## src/rtl/seven_seg_scan_pkg.sv

```systemverilog
// Shared constants and slot-state encoding for the seven_seg_scan digit multiplexer.
package seven_seg_scan_pkg;

  localparam int NIB_W = 4;
  localparam logic [NIB_W-1:0] BLANK_CODE = 4'hF;

  typedef enum logic {
    GUARD = 1'b0,
    SHOW  = 1'b1
  } slot_state_t;

endpackage

```

## src/rtl/seven_seg_scan_timer.sv

```systemverilog
// Slot/digit counters for seven_seg_scan; exposes next-cycle values so the top
// can register outputs that line up with the counter state they describe.
//
//   state | meaning
//   GUARD | cnt 0..BLANK_CYCLES-1, all digit enables off, D blank
//   SHOW  | cnt BLANK_CYCLES..REFRESH_DIV-1, digit idx driven on D
module seven_seg_scan_timer
  import seven_seg_scan_pkg::*;
#(
  parameter int NUM_DIGITS   = 3,
  parameter int REFRESH_DIV  = 12000,
  parameter int BLANK_CYCLES = 16,
  localparam int IW = (NUM_DIGITS > 1) ? $clog2(NUM_DIGITS) : 1
) (
  input  logic          i_clk,
  input  logic          i_rst_n,
  output slot_state_t   o_state_nxt,
  output logic [IW-1:0] o_idx_nxt,
  output logic          o_en_win_nxt,
  output logic          o_commit,
  output logic          o_frame_nxt
);

  localparam int CW = $clog2(REFRESH_DIV);
  localparam logic [CW-1:0] CNT_LAST  = CW'(REFRESH_DIV - 1);
  localparam logic [CW-1:0] CNT_BLANK = CW'(BLANK_CYCLES);
  localparam logic [IW-1:0] IDX_LAST  = IW'(NUM_DIGITS - 1);

  logic [CW-1:0] r_cnt, w_cnt_nxt;
  logic [IW-1:0] r_idx, w_idx_nxt;
  slot_state_t   r_state, w_state_nxt;
  logic          w_wrap;

  always_ff @(posedge i_clk or negedge i_rst_n) begin
    if (!i_rst_n) begin
      r_cnt   <= '0;
      r_idx   <= '0;
      r_state <= GUARD;
    end else begin
      r_cnt   <= w_cnt_nxt;
      r_idx   <= w_idx_nxt;
      r_state <= w_state_nxt;
    end
  end

  always_comb begin
    w_wrap      = (r_cnt == CNT_LAST);
    w_cnt_nxt   = w_wrap ? '0 : r_cnt + CW'(1);
    w_idx_nxt   = r_idx;
    if (w_wrap) w_idx_nxt = (r_idx == IDX_LAST) ? '0 : r_idx + IW'(1);
    w_state_nxt = (w_cnt_nxt < CNT_BLANK) ? GUARD : SHOW;
  end

  // Enables open only after one full SHOW cycle, covering the decoder's register stage.
  always_comb begin
    o_state_nxt  = w_state_nxt;
    o_idx_nxt    = w_idx_nxt;
    o_en_win_nxt = (w_state_nxt == SHOW) && (r_state == SHOW);
    o_commit     = w_wrap && (r_idx == IDX_LAST);
    o_frame_nxt  = o_commit;
  end

endmodule

```

## src/rtl/seven_seg_scan.sv

```systemverilog
// Time-multiplexed BCD digit scanner with frame-synchronous value commit.
// Optional leading-zero suppression is enabled by defining LEADING_ZERO_BLANK_EN.
module seven_seg_scan
  import seven_seg_scan_pkg::*;
#(
  parameter int NUM_DIGITS   = 3,
  parameter int REFRESH_DIV  = 12000,
  parameter int BLANK_CYCLES = 16
) (
  input  logic                        i_clk,
  input  logic                        i_rst_n,
  input  logic                        i_load,
  input  logic [NIB_W*NUM_DIGITS-1:0] i_value,
  output logic [NIB_W-1:0]            o_d,
  output logic [NUM_DIGITS-1:0]       o_en,
  output logic                        o_frame
);

  localparam int IW = (NUM_DIGITS > 1) ? $clog2(NUM_DIGITS) : 1;
  localparam int VW = NIB_W * NUM_DIGITS;

  slot_state_t         w_state_nxt;
  logic [IW-1:0]       w_idx_nxt;
  logic                w_en_win_nxt, w_commit, w_frame_nxt;
  logic [VW-1:0]       r_pend, r_active;
  logic                r_pend_flag;
  logic [NUM_DIGITS-1:0] w_sup, w_en_nxt;
  logic [NIB_W-1:0]    w_nib, w_d_nxt;
  logic                w_shown;

  seven_seg_scan_timer #(
    .NUM_DIGITS  (NUM_DIGITS),
    .REFRESH_DIV (REFRESH_DIV),
    .BLANK_CYCLES(BLANK_CYCLES)
  ) u_timer (
    .i_clk       (i_clk),
    .i_rst_n     (i_rst_n),
    .o_state_nxt (w_state_nxt),
    .o_idx_nxt   (w_idx_nxt),
    .o_en_win_nxt(w_en_win_nxt),
    .o_commit    (w_commit),
    .o_frame_nxt (w_frame_nxt)
  );

  // A load landing on the commit edge goes straight to active.
  always_ff @(posedge i_clk or negedge i_rst_n) begin
    if (!i_rst_n) begin
      r_pend      <= '0;
      r_pend_flag <= 1'b0;
      r_active    <= '0;
    end else if (w_commit) begin
      if (i_load)           r_active <= i_value;
      else if (r_pend_flag) r_active <= r_pend;
      r_pend_flag <= 1'b0;
    end else if (i_load) begin
      r_pend      <= i_value;
      r_pend_flag <= 1'b1;
    end
  end

`ifdef LEADING_ZERO_BLANK_EN
  logic w_zero_run;
`endif

  always_comb begin
    w_sup = '0;
`ifdef LEADING_ZERO_BLANK_EN
    w_zero_run = 1'b1;
    for (int i = NUM_DIGITS - 1; i >= 1; i--) begin
      w_zero_run = w_zero_run && (r_active[i*NIB_W +: NIB_W] == '0);
      w_sup[i]   = w_zero_run;
    end
`endif
  end

  always_comb begin
    w_nib    = r_active[int'(w_idx_nxt)*NIB_W +: NIB_W];
    w_shown  = !w_sup[w_idx_nxt];
    w_d_nxt  = (w_state_nxt == SHOW && w_shown) ? w_nib : BLANK_CODE;
    w_en_nxt = '1;
    if (w_en_win_nxt && w_shown) w_en_nxt[w_idx_nxt] = 1'b0;
  end

  always_ff @(posedge i_clk or negedge i_rst_n) begin
    if (!i_rst_n) begin
      o_d     <= BLANK_CODE;
      o_en    <= '1;
      o_frame <= 1'b0;
    end else begin
      o_d     <= w_d_nxt;
      o_en    <= w_en_nxt;
      o_frame <= w_frame_nxt;
    end
  end

endmodule
```

## config.mk

```make
export PLATFORM = sky130hd
export DESIGN_NAME = seven_seg_scan
export DESIGN_NICKNAME = d
export VERILOG_FILES = /design/src/rtl/seven_seg_scan_pkg.sv /design/src/rtl/seven_seg_scan_timer.sv /design/src/rtl/seven_seg_scan.sv
export SDC_FILE = /design/constraint.sdc
export NUM_CORES = 1
export LEC_CHECK = 0
export CORE_UTILIZATION = 61
export CTS_CLUSTER_DIAMETER = 100
export DETAILED_ROUTE_END_ITERATION = 10
export PLACE_DENSITY = 0.84
export SETUP_SLACK_MARGIN = 0.3
export SLEW_MARGIN = 10
export SYNTH_ARGS = -nofsm -noshare
export SYNTH_HDL_FRONTEND = slang
export SYNTH_SLANG_ARGS = --single-unit
```

## constraint.sdc

```tcl
create_clock -name i_clk -period 6.25 [get_ports i_clk]
set_input_delay 0.9375 -clock i_clk [delete_from_list [all_inputs] [get_ports i_clk]]
set_output_delay 0.9375 -clock i_clk [all_outputs]
set_load 0.01 [all_outputs]
```

==> metrics.md <==
| Metric | Value |
|---|---|
| Vias in the first global route | 1744 |
| CP Launch Type | input pin |
| Synth Net Count | approximately 250 |
| Detail Route Antenna Nets | 0 |
| Starting density of the core | 63.5% |
| Netlist Area Pre-Place | 0.00254 mm^2 |
| Ys Warns | 0 |
| Hold WS | about 0.47 ns |
| Final HPWL DP | roughly 3 mm |
| Ys flop type | dfrtp_1 |
| H-Tree Depth | 2 |
| Final number of hold-violating endpoints | 0 |
| Worst Setup End Kind | flip-flop |
| Pwr per Cell Area | roughly 210 mW/mm^2 |
| Fin crit period | 2.90 ns |
| Die Height | 66.5 um |
| Share of cells above drive strength 1 | 19.8% |
| CTS tree | yes |
| FP Rows | 23 |
| Slowest CP cell | clkdlybuf4s50_1 |
| Vias post-DR | between 1500 and 2000 |
| Final setup fails | 0 |
| Clock Sinks | 50 |
| Fin. max-slew vios | 0 |
| Crit Path Class | in -> reg |
| CP cell instances | clkdlybuf4s50_1, nor2_1, or3_1, nand2_1, o21ai_2 |
| Gpl congestion | ~0.84 |
| Mean Syn Cell Area | between 10 and 15 um^2 |
| Via-to-Cell Ratio | about 6 |
| LEAKAGE | approximately 1.1 nW |
| Total gr overflow | 0 |
| Layout Skew | 0.00469 ns |
| Total power | around 0.6 mW |
| Synth-to-Final Area Change | 10.1% |
| Run status | complete, no violations |
| Clock transition at path regs | about 0.080 ns |
| CP arrival | 3.06 ns |
| CTS max path bufs | 2 |
| Nets@finish | 258 |
| Fin Setup TNS | 0 ns |
| Worst setup margin | approximately 3.4 ns |
| Number of port buffers | 22 |
| Yosys top cell by area | dfrtp_1 |
| Seq/Total Area, Yosys | between 40% and 50% |
| Worst EP required | 6.41 ns |
| Fmax | approximately 350 MHz |
| # resized after CTS | 0 |
| DRT iter0 DRCs | ~160 |
| First-pass GRT wire length | roughly 7.7 mm |
| Post-route DRC | 0 |
| Worst Tran Pin Value | around 1.1 ns |
| Commonest cells in the netlist | 43 x dfrtp_1, 22 x nand2_1, 22 x nor2_1 |
| Postcts setup bufs | 0 |
| Largest net degree at the start of global routing | 51 |
| Crit-path max cell delay | roughly 0.95 ns |
| Antenna violations before repair | 0 |
| Slew headroom | 27.3% |
| Max IR drop VDD | 0.000156 V |
| Clk root buf | clkbuf_8 |
| Top cells by area, synth | dfrtp_1 42%, dfstp_2 7.2%, mux2_2 5.3% |
| Final worst-path cycle share | a little under half |
| Synth Instances | 231 |
| Drt wl/cell | ~15 um |
| DRT Wirelength | approximately 4.5 mm |
| I/O pin cnt | 23 |
| EDFF count, synth | 0 |
| Core Region | ~0.004 mm^2 |
| Hold-fix buffers at CTS | 0 |
| Number of distinct library cells after synthesis | 47 |
| GRT Total Usage | 23.7% |
| Max-Cap Viols | 0 |
| Die Span X | 66.5 um |
| Antenna fix cells | 0 |
| RSZ-0062 raised after global routing | false |
| Critical path fanouts, max | 24 |
| Die area | roughly 0.0044 mm^2 |
| Min-Delay Path Class | reg -> reg |
| Num CTS Buffers | 5 |
| Most common cell in the netlist | dfrtp_1 |
| Pre-Repair DR Iteration Count | 4 |
| Post-synth ARST share | between 90% and 100% |
| Dpl ws | about 3 ns |
| Yosys reg bits | 50 |
| Clk Latency, worst-skew pair | around 0.30 ns |
| Synth top area share | a little over two fifths |
==> area by class of cell <==
type / count / area [um^2]
fill: 315 / 1200
sequential: 50 / 1260
tap: 50 / 62.6
clock buffer: 8 / 110
multi-input combinational: 162 / 1140
timing repair buffer: 22 / 215
inverter: 1 / 3.75
==> routing by layer <==
layer	GRT usage [%]	part of all wire [%]	vias up
met5	0	0	-
met1	29.4	45	833
met3	6.16	3.0	10
met4	11.4	2.2	0
li1	-	-	847
met2	38.4	49	36
==> metrics by stage <==
step	area (um^2)	utilization [%]	instances
global placement	2690	67.1	285
detailed placement	2690	67.1	285
global route	2800	69.9	293
CTS	2800	69.9	293
finish	2800	69.9	293
floorplan	2540	-	231
==> cells by family (layout without fill, tap and decap cells) <==
family	Yosys count	after routing	share of synthesized area [%]
AO/OA/AOI/OAI	45	45	13.3
XOR/XNOR	10	10	3.45
adder cells (fa/ha/maj)	1	1	0.493
buffers and inverters	19	31	5.32
flip-flops	50	50	49.6
multiplexers	24	24	10.1
AND/OR/NAND/NOR	82	82	17.8
==> layout by cell type, fill, tap and decap left out, types with 3 or more instances in the layout <==
cell / Yosys / layout
xor2_1: 4 / 4
o21ai_2: 9 / 9
nand3_1: 7 / 7
nand4_1: 6 / 6
clkbuf_8: 2 / 8
a221oi_1: 4 / 4
nor3_1: 3 / 3
mux2i_1: 12 / 12
xnor2_1: 6 / 6
o21ai_1: 5 / 5
clkdlybuf4s50_1: 0 / 21
nand2_1: 22 / 22
o21ai_0: 14 / 14
dfrtp_1: 43 / 43
dfstp_2: 7 / 7
mux2_2: 12 / 12
or3_1: 6 / 6
o311ai_0: 4 / 4
nor2_1: 22 / 22
==> worst paths after layout <==
path                             startpoint          endpoint  slack, ns  cells after the start
min in group asynchronous           i_rst_n  u_timer.r_idx[1]       0.84                      1
setup / recovery                     i_load       r_active[9]       3.35                      5
setup reg to reg           u_timer.r_cnt[0]         r_pend[5]       3.38                      6
hold reg to reg             u_timer.r_state           o_en[0]       0.47                      1
hold / removal              u_timer.r_state           o_en[0]       0.47                      1
max in group asynchronous           i_rst_n         r_pend[7]       4.76                      1
==> registers in the layout, summed over array words and instances (netlist names) <==
name,cells
u_timer.r_cnt,14
r_active,12
r_pend,12
o_d,4
o_en,3
u_timer.r_idx,2
o_frame,1
r_pend_flag,1
u_timer.r_state,1
==> critical path: cells and delay by family <==
family                 cells  cell delay [ns]
buffers and inverters      1             0.95
AND/OR/NAND/NOR            3             1.09
AO/OA/AOI/OAI              1             0.07
==> power by group <==
part,switching [mW],internal (mW),total [mW]
combinational,0.0203,0.0228,0.0431
sequential,0.00636,0.336,0.342
clock,0.102,0.112,0.214
total,0.129,0.470,0.599
No activity file was read; power rests on OpenSTA's default activity.
